## src/rtl/uart_tx_pkg.sv

```systemverilog
// Shared UART transmit types: frame state encoding, parity sense and idle line level.
// The STOP2 encoding is only reachable when UART_TX_TWO_STOP_EN is defined.
package uart_tx_pkg;

    typedef enum logic [2:0] {
        IDLE   = 3'd0,
        START  = 3'd1,
        DATA   = 3'd2,
        PARITY = 3'd3,
        STOP   = 3'd4,
        STOP2  = 3'd5
    } state_t;

    localparam logic PAR_EVEN  = 1'b0;
    localparam logic PAR_ODD   = 1'b1;
    localparam logic IDLE_LINE = 1'b1;

endpackage

```

## src/rtl/parity_calc.sv

```systemverilog
// Combinational parity generator: even sense gives the XOR of the bus, odd sense its inverse.
// Shared between the TX frame controller and the RX parity checker.
module parity_calc
    import uart_tx_pkg::*;
#(
    parameter int DATA_WIDTH = 8
) (
    input  logic [DATA_WIDTH-1:0] data,
    input  logic                  par_typ,
    output logic                  par_bit
);

    assign par_bit = (^data) ^ (par_typ == PAR_ODD);

endmodule

```

## src/rtl/uart_tx_fsm.sv

```systemverilog
// UART TX frame controller: start, serializer data, optional parity, stop; Moore outputs, one bit per CLK.
// Define UART_TX_TWO_STOP_EN to append a second stop bit to every frame.
module uart_tx_fsm
    import uart_tx_pkg::*;
#(
    parameter int DATA_WIDTH = 8
) (
    input  logic                  CLK,
    input  logic                  RST,
    input  logic [DATA_WIDTH-1:0] P_DATA,
    input  logic                  Data_Valid,
    input  logic                  PAR_EN,
    input  logic                  PAR_TYP,
    input  logic                  ser_done,
    input  logic                  ser_data,
    output logic                  ser_en,
    output logic                  TX_OUT,
    output logic                  Busy
);

    localparam int            CW       = (DATA_WIDTH > 1) ? $clog2(DATA_WIDTH) : 1;
    localparam logic [CW-1:0] LAST_BIT = CW'(DATA_WIDTH - 1);

    state_t        state;
    state_t        state_nxt;
    logic [CW-1:0] bit_cnt;
    logic          par_bit;
    logic          par_q;
    logic          par_en_q;

    parity_calc #(.DATA_WIDTH(DATA_WIDTH)) u_parity_calc (
        .data    (P_DATA),
        .par_typ (PAR_TYP),
        .par_bit (par_bit)
    );

    always_ff @(posedge CLK) begin
        if (RST) begin
            state    <= IDLE;
            bit_cnt  <= '0;
            par_q    <= 1'b0;
            par_en_q <= 1'b0;
        end else begin
            state <= state_nxt;
            // Frame options are frozen at acceptance so upstream may move on mid-frame
            if (state == IDLE && Data_Valid) begin
                par_q    <= par_bit;
                par_en_q <= PAR_EN;
            end
            if (state == START) begin
                bit_cnt <= '0;
            end else if (state == DATA) begin
                bit_cnt <= bit_cnt + CW'(1);
            end
        end
    end

    always_comb begin
        state_nxt = IDLE;
        TX_OUT    = IDLE_LINE;
        Busy      = 1'b0;
        ser_en    = 1'b0;
        case (state)
            IDLE: begin
                state_nxt = Data_Valid ? START : IDLE;
            end
            START: begin
                TX_OUT    = 1'b0;
                Busy      = 1'b1;
                state_nxt = DATA;
            end
            DATA: begin
                TX_OUT = ser_data;
                Busy   = 1'b1;
                ser_en = 1'b1;
                // Bit count bounds the data phase even if the serializer never flags done
                if (ser_done || bit_cnt == LAST_BIT) begin
                    state_nxt = par_en_q ? PARITY : STOP;
                end else begin
                    state_nxt = DATA;
                end
            end
            PARITY: begin
                TX_OUT    = par_q;
                Busy      = 1'b1;
                state_nxt = STOP;
            end
            STOP: begin
                Busy = 1'b1;
`ifdef UART_TX_TWO_STOP_EN
                state_nxt = STOP2;
`else
                state_nxt = IDLE;
`endif
            end
`ifdef UART_TX_TWO_STOP_EN
            STOP2: begin
                Busy      = 1'b1;
                state_nxt = IDLE;
            end
`endif
            default: begin
                state_nxt = IDLE;
            end
        endcase
    end

endmodule

```

## config.mk

```make
export PLATFORM = sky130hd
export DESIGN_NAME = uart_tx_fsm
export DESIGN_NICKNAME = d
export VERILOG_FILES = /design/src/rtl/uart_tx_pkg.sv /design/src/rtl/parity_calc.sv /design/src/rtl/uart_tx_fsm.sv
export SDC_FILE = /design/constraint.sdc
export NUM_CORES = 1
export LEC_CHECK = 0
export CORE_AREA = 3 3 40 42
export DETAILED_ROUTE_END_ITERATION = 12
export DIE_AREA = 0 0 43 45
export HOLD_SLACK_MARGIN = 0.05
export PLACE_DENSITY_LB_ADDON = 0.05
export SKIP_CTS_REPAIR_TIMING = 1
export SYNTH_ARGS = -nofsm -noshare
export SYNTH_HDL_FRONTEND = slang
export SYNTH_SLANG_ARGS = --single-unit
```

## constraint.sdc

```tcl
create_clock -name CLK -period 2.2 [get_ports CLK]
set_clock_uncertainty 0.15 [all_clocks]
set_input_delay 0.33 -clock CLK [delete_from_list [all_inputs] [get_ports CLK]]
set_output_delay 0.33 -clock CLK [all_outputs]
set_load 0.05 [all_outputs]
```

==> results.yml <==
synthesis:
  yosys-top-cells-count: "dfxtp_1, nor2_1, nand2_1, o21ai_0, xnor2_1"
  ys_types: 24
  mappedNetlistArea_um2: 510
  async_flop_share_pct: 0
  yosys_warnings: 0
  synthMostInstantiatedCell: "dfxtp_1"
  syn_avg_cell_area_um2: 8.65
  synth_ff_type: "dfxtp_1"
  yosysTopAreaCell: "dfxtp_1"
  ys_seq_elements: 8
  synth.net_count: 76
  ys_seq_area_share_pct: 31.4
  synthCells: 59
  ys_top_cells_by_area: "dfxtp_1, xnor2_1, o21ai_0"
  synth_edf_count: 0
  yosysTopAreaCellShare_pct: 31.4
clocking:
  clkTransAtPathRegs_ns: 0.05
  cts_sinks: 8
  insertion_delay_ns: 0.25
  cts_tree: "done"
  htreeDepth: 1
  cts-root-buf: "clkbuf_4"
  cts_buffers: 3
  ctsLongestPathBuffers: 2
setup_path:
  timing.rr.start: "state[0]"
  path_cells: "nor2_1 -> xnor2_1 -> buf_4"
  cp.required_ns: 1.72
  rr_worst_depth: 4
  crit_path_max_fanout: 11
  rrSetupSlack_ns: 0.69
  start_kind: "flip-flop"
  reg2reg_to: "par_q"
  cp_slowest_stage_delay_ns: 0.40
  end_kind: "primary output"
  crit_type: "reg2out"
  crit_buf_inv: 1
  crit_slowest_cell: "dfxtp_1"
  cp_top_family: "flip-flops"
  arrival_ns: 1.32
power:
  seq_power_share_pct: 41.8
  p_sw_mw: 0.113
  comb_power_share_pct: 30.5
  p_int_mw: 0.283
  p_per_area_nw_per_um2: 560
  clock_power_share_pct: 27.7
  ir_worst_vdd_mv: 0.420
  p_leak_nw: 0.299
  p_sw_share_pct: 28.5
sta:
  finalMaxSlewViolations: 0
  finalHoldViolCount: 0
  worstMarginPinSlew_ns: 0.348
  min_period_over_period_pct: 82.0
  setup_viol: 0
  max_freq_mhz: 555
  rsz0062_at_grt: "no"
  final.min_clock_period_ns: 1.80
  relSlewSlack_pct: 76.8
  tns_ns: 0
global_routing:
  antenna_found_initial: 0
  grt_pass1_wl_um: 1650
  overflow: 0
  track_usage_pct: 11.8
  grt_pass1_vias: 396
  grt_max_degree: 12
floorplan:
  initial_core_util_pct: 39.7
  die_x_um: 43
  row_count: 13
  core_area_um2: 1280
  pin_count: 18
  chipHeight_um: 45
  dieArea_um2: 1940
drt:
  wl_per_cell_um: 10.5
  drc: 0
  vias: 450
  antenna_left: 0
  drt_iter0_drc: 12
  via_per_inst: 4.95
  drtPass1Iterations: 2
  totalWireLength_um: 960
cells_and_area:
  syn_to_final_growth_pct: 38.5
  postLayoutCoreUtil_pct: 55.0
  fin_area_um2: 707
  nets: 95
  n_fill_cell: 122
  drive_gt1_share_pct: 11.8
  antennaDiodeCount: 0
  stdcell_count: 91
placed_design:
  dp_hpwl_um: 773
  gp_congestion: 0.772
  port_buffers: 17
  dp.cells: 88
  place_area_um2: 684
hold_path:
  hold_start: "bit_cnt[2]"
  hold_end: "bit_cnt[2]"
  hold_class: "reg2reg"
  hold_path_depth: 2
run_status:
  outcome: "finished, final reports clean"
run:
  cap_viol_max_count: 0
[worst register-to-register path: stages, from the launching register on]
cell,delay [ns]
dfxtp_1,0.40
or4b_4,0.58
nor2_2,0.11
nand2_1,0.07
o211ai_2,0.13
[metal layers]
layer  wire (um)  part of all wire, %  global-route usage [%]  vias to the layer above
met5           0                    0                       0                        -
met4          10                  1.0                    5.42                        0
met3         102                   11                    6.37                        2
met2         410                   43                    16.8                       16
met1         436                   45                    14.6                      193
li1            -                    -                       -                      239
[final cells by class]
type | instances | area [um2] | share of cell area, %
multi-input combinational | 48 | 330 | 46.7
timing repair buffer | 17 | 175 | 24.8
tap | 15 | 18.8 | 2.65
sequential | 8 | 160 | 22.7
clock buffer | 3 | 22.5 | 3.19
[state kept, by name, indices dropped and copies added (netlist names)]
register  cells
state         3
bit_cnt       3
par_en_q      1
par_q         1
[stage by stage]
stage | setup WS [ns] | total power, mW | hold WS, ns
after floorplan | 0.196 | 0.243 | 0.249
after global placement | 0.353 | 0.291 | 0.334
after detailed placement | 0.348 | 0.291 | 0.346
after CTS | 0.377 | 0.405 | 0.353
after global routing | 0.251 | 0.423 | 0.364
final | 0.397 | 0.396 | 0.350
[cell families after synthesis]
kind of cell	synth area share, %
AO/OA/AOI/OAI	18.1
XOR/XNOR	14.7
adder cells (fa/ha/maj)	4.90
buffers and inverters	3.92
flip-flops	31.4
multiplexers	1.96
AND/OR/NAND/NOR	25.0
[placed cells by master (no fill, tap or decap), drive strengths merged, types with 2 or more instances in the layout]
master,synthesis,routed
a22o,2,2
o21ai,6,6
clkbuf,1,3
nor2,8,8
nand2,6,6
xnor2,4,4
and2,2,2
nand3b,3,3
nand2b,3,3
clkdlybuf4s50,0,14
dfxtp,8,8
a21oi,3,3
buf,2,3
ha,2,2
xor2,2,2
[how the worst max path moves through the flow]
| stage | from | to | cells past startpoint |
|---|---|---|---|
| 3_3_place_gp | P_DATA[5] | par_q | 5 |
| 4_1_cts | state[0] | Busy | 3 |
| 5_1_grt | state[1] | TX_OUT | 4 |
| 2_1_floorplan | state[0] | Busy | 3 |
| 6_report | state[0] | Busy | 3 |
| 3_5_place_dp | P_DATA[5] | par_q | 5 |
[power by group through the flow]
stage               Sequential (mW)  Combinational, mW  Clock [mW]
global placement              0.169              0.122           0
finish                        0.166              0.121       0.110
floorplan                     0.161             0.0824           0
detailed placement            0.169              0.122           0
CTS                           0.165              0.122       0.117
global route                  0.168              0.131       0.124
Note: power is estimated with default switching activity, not from simulation.
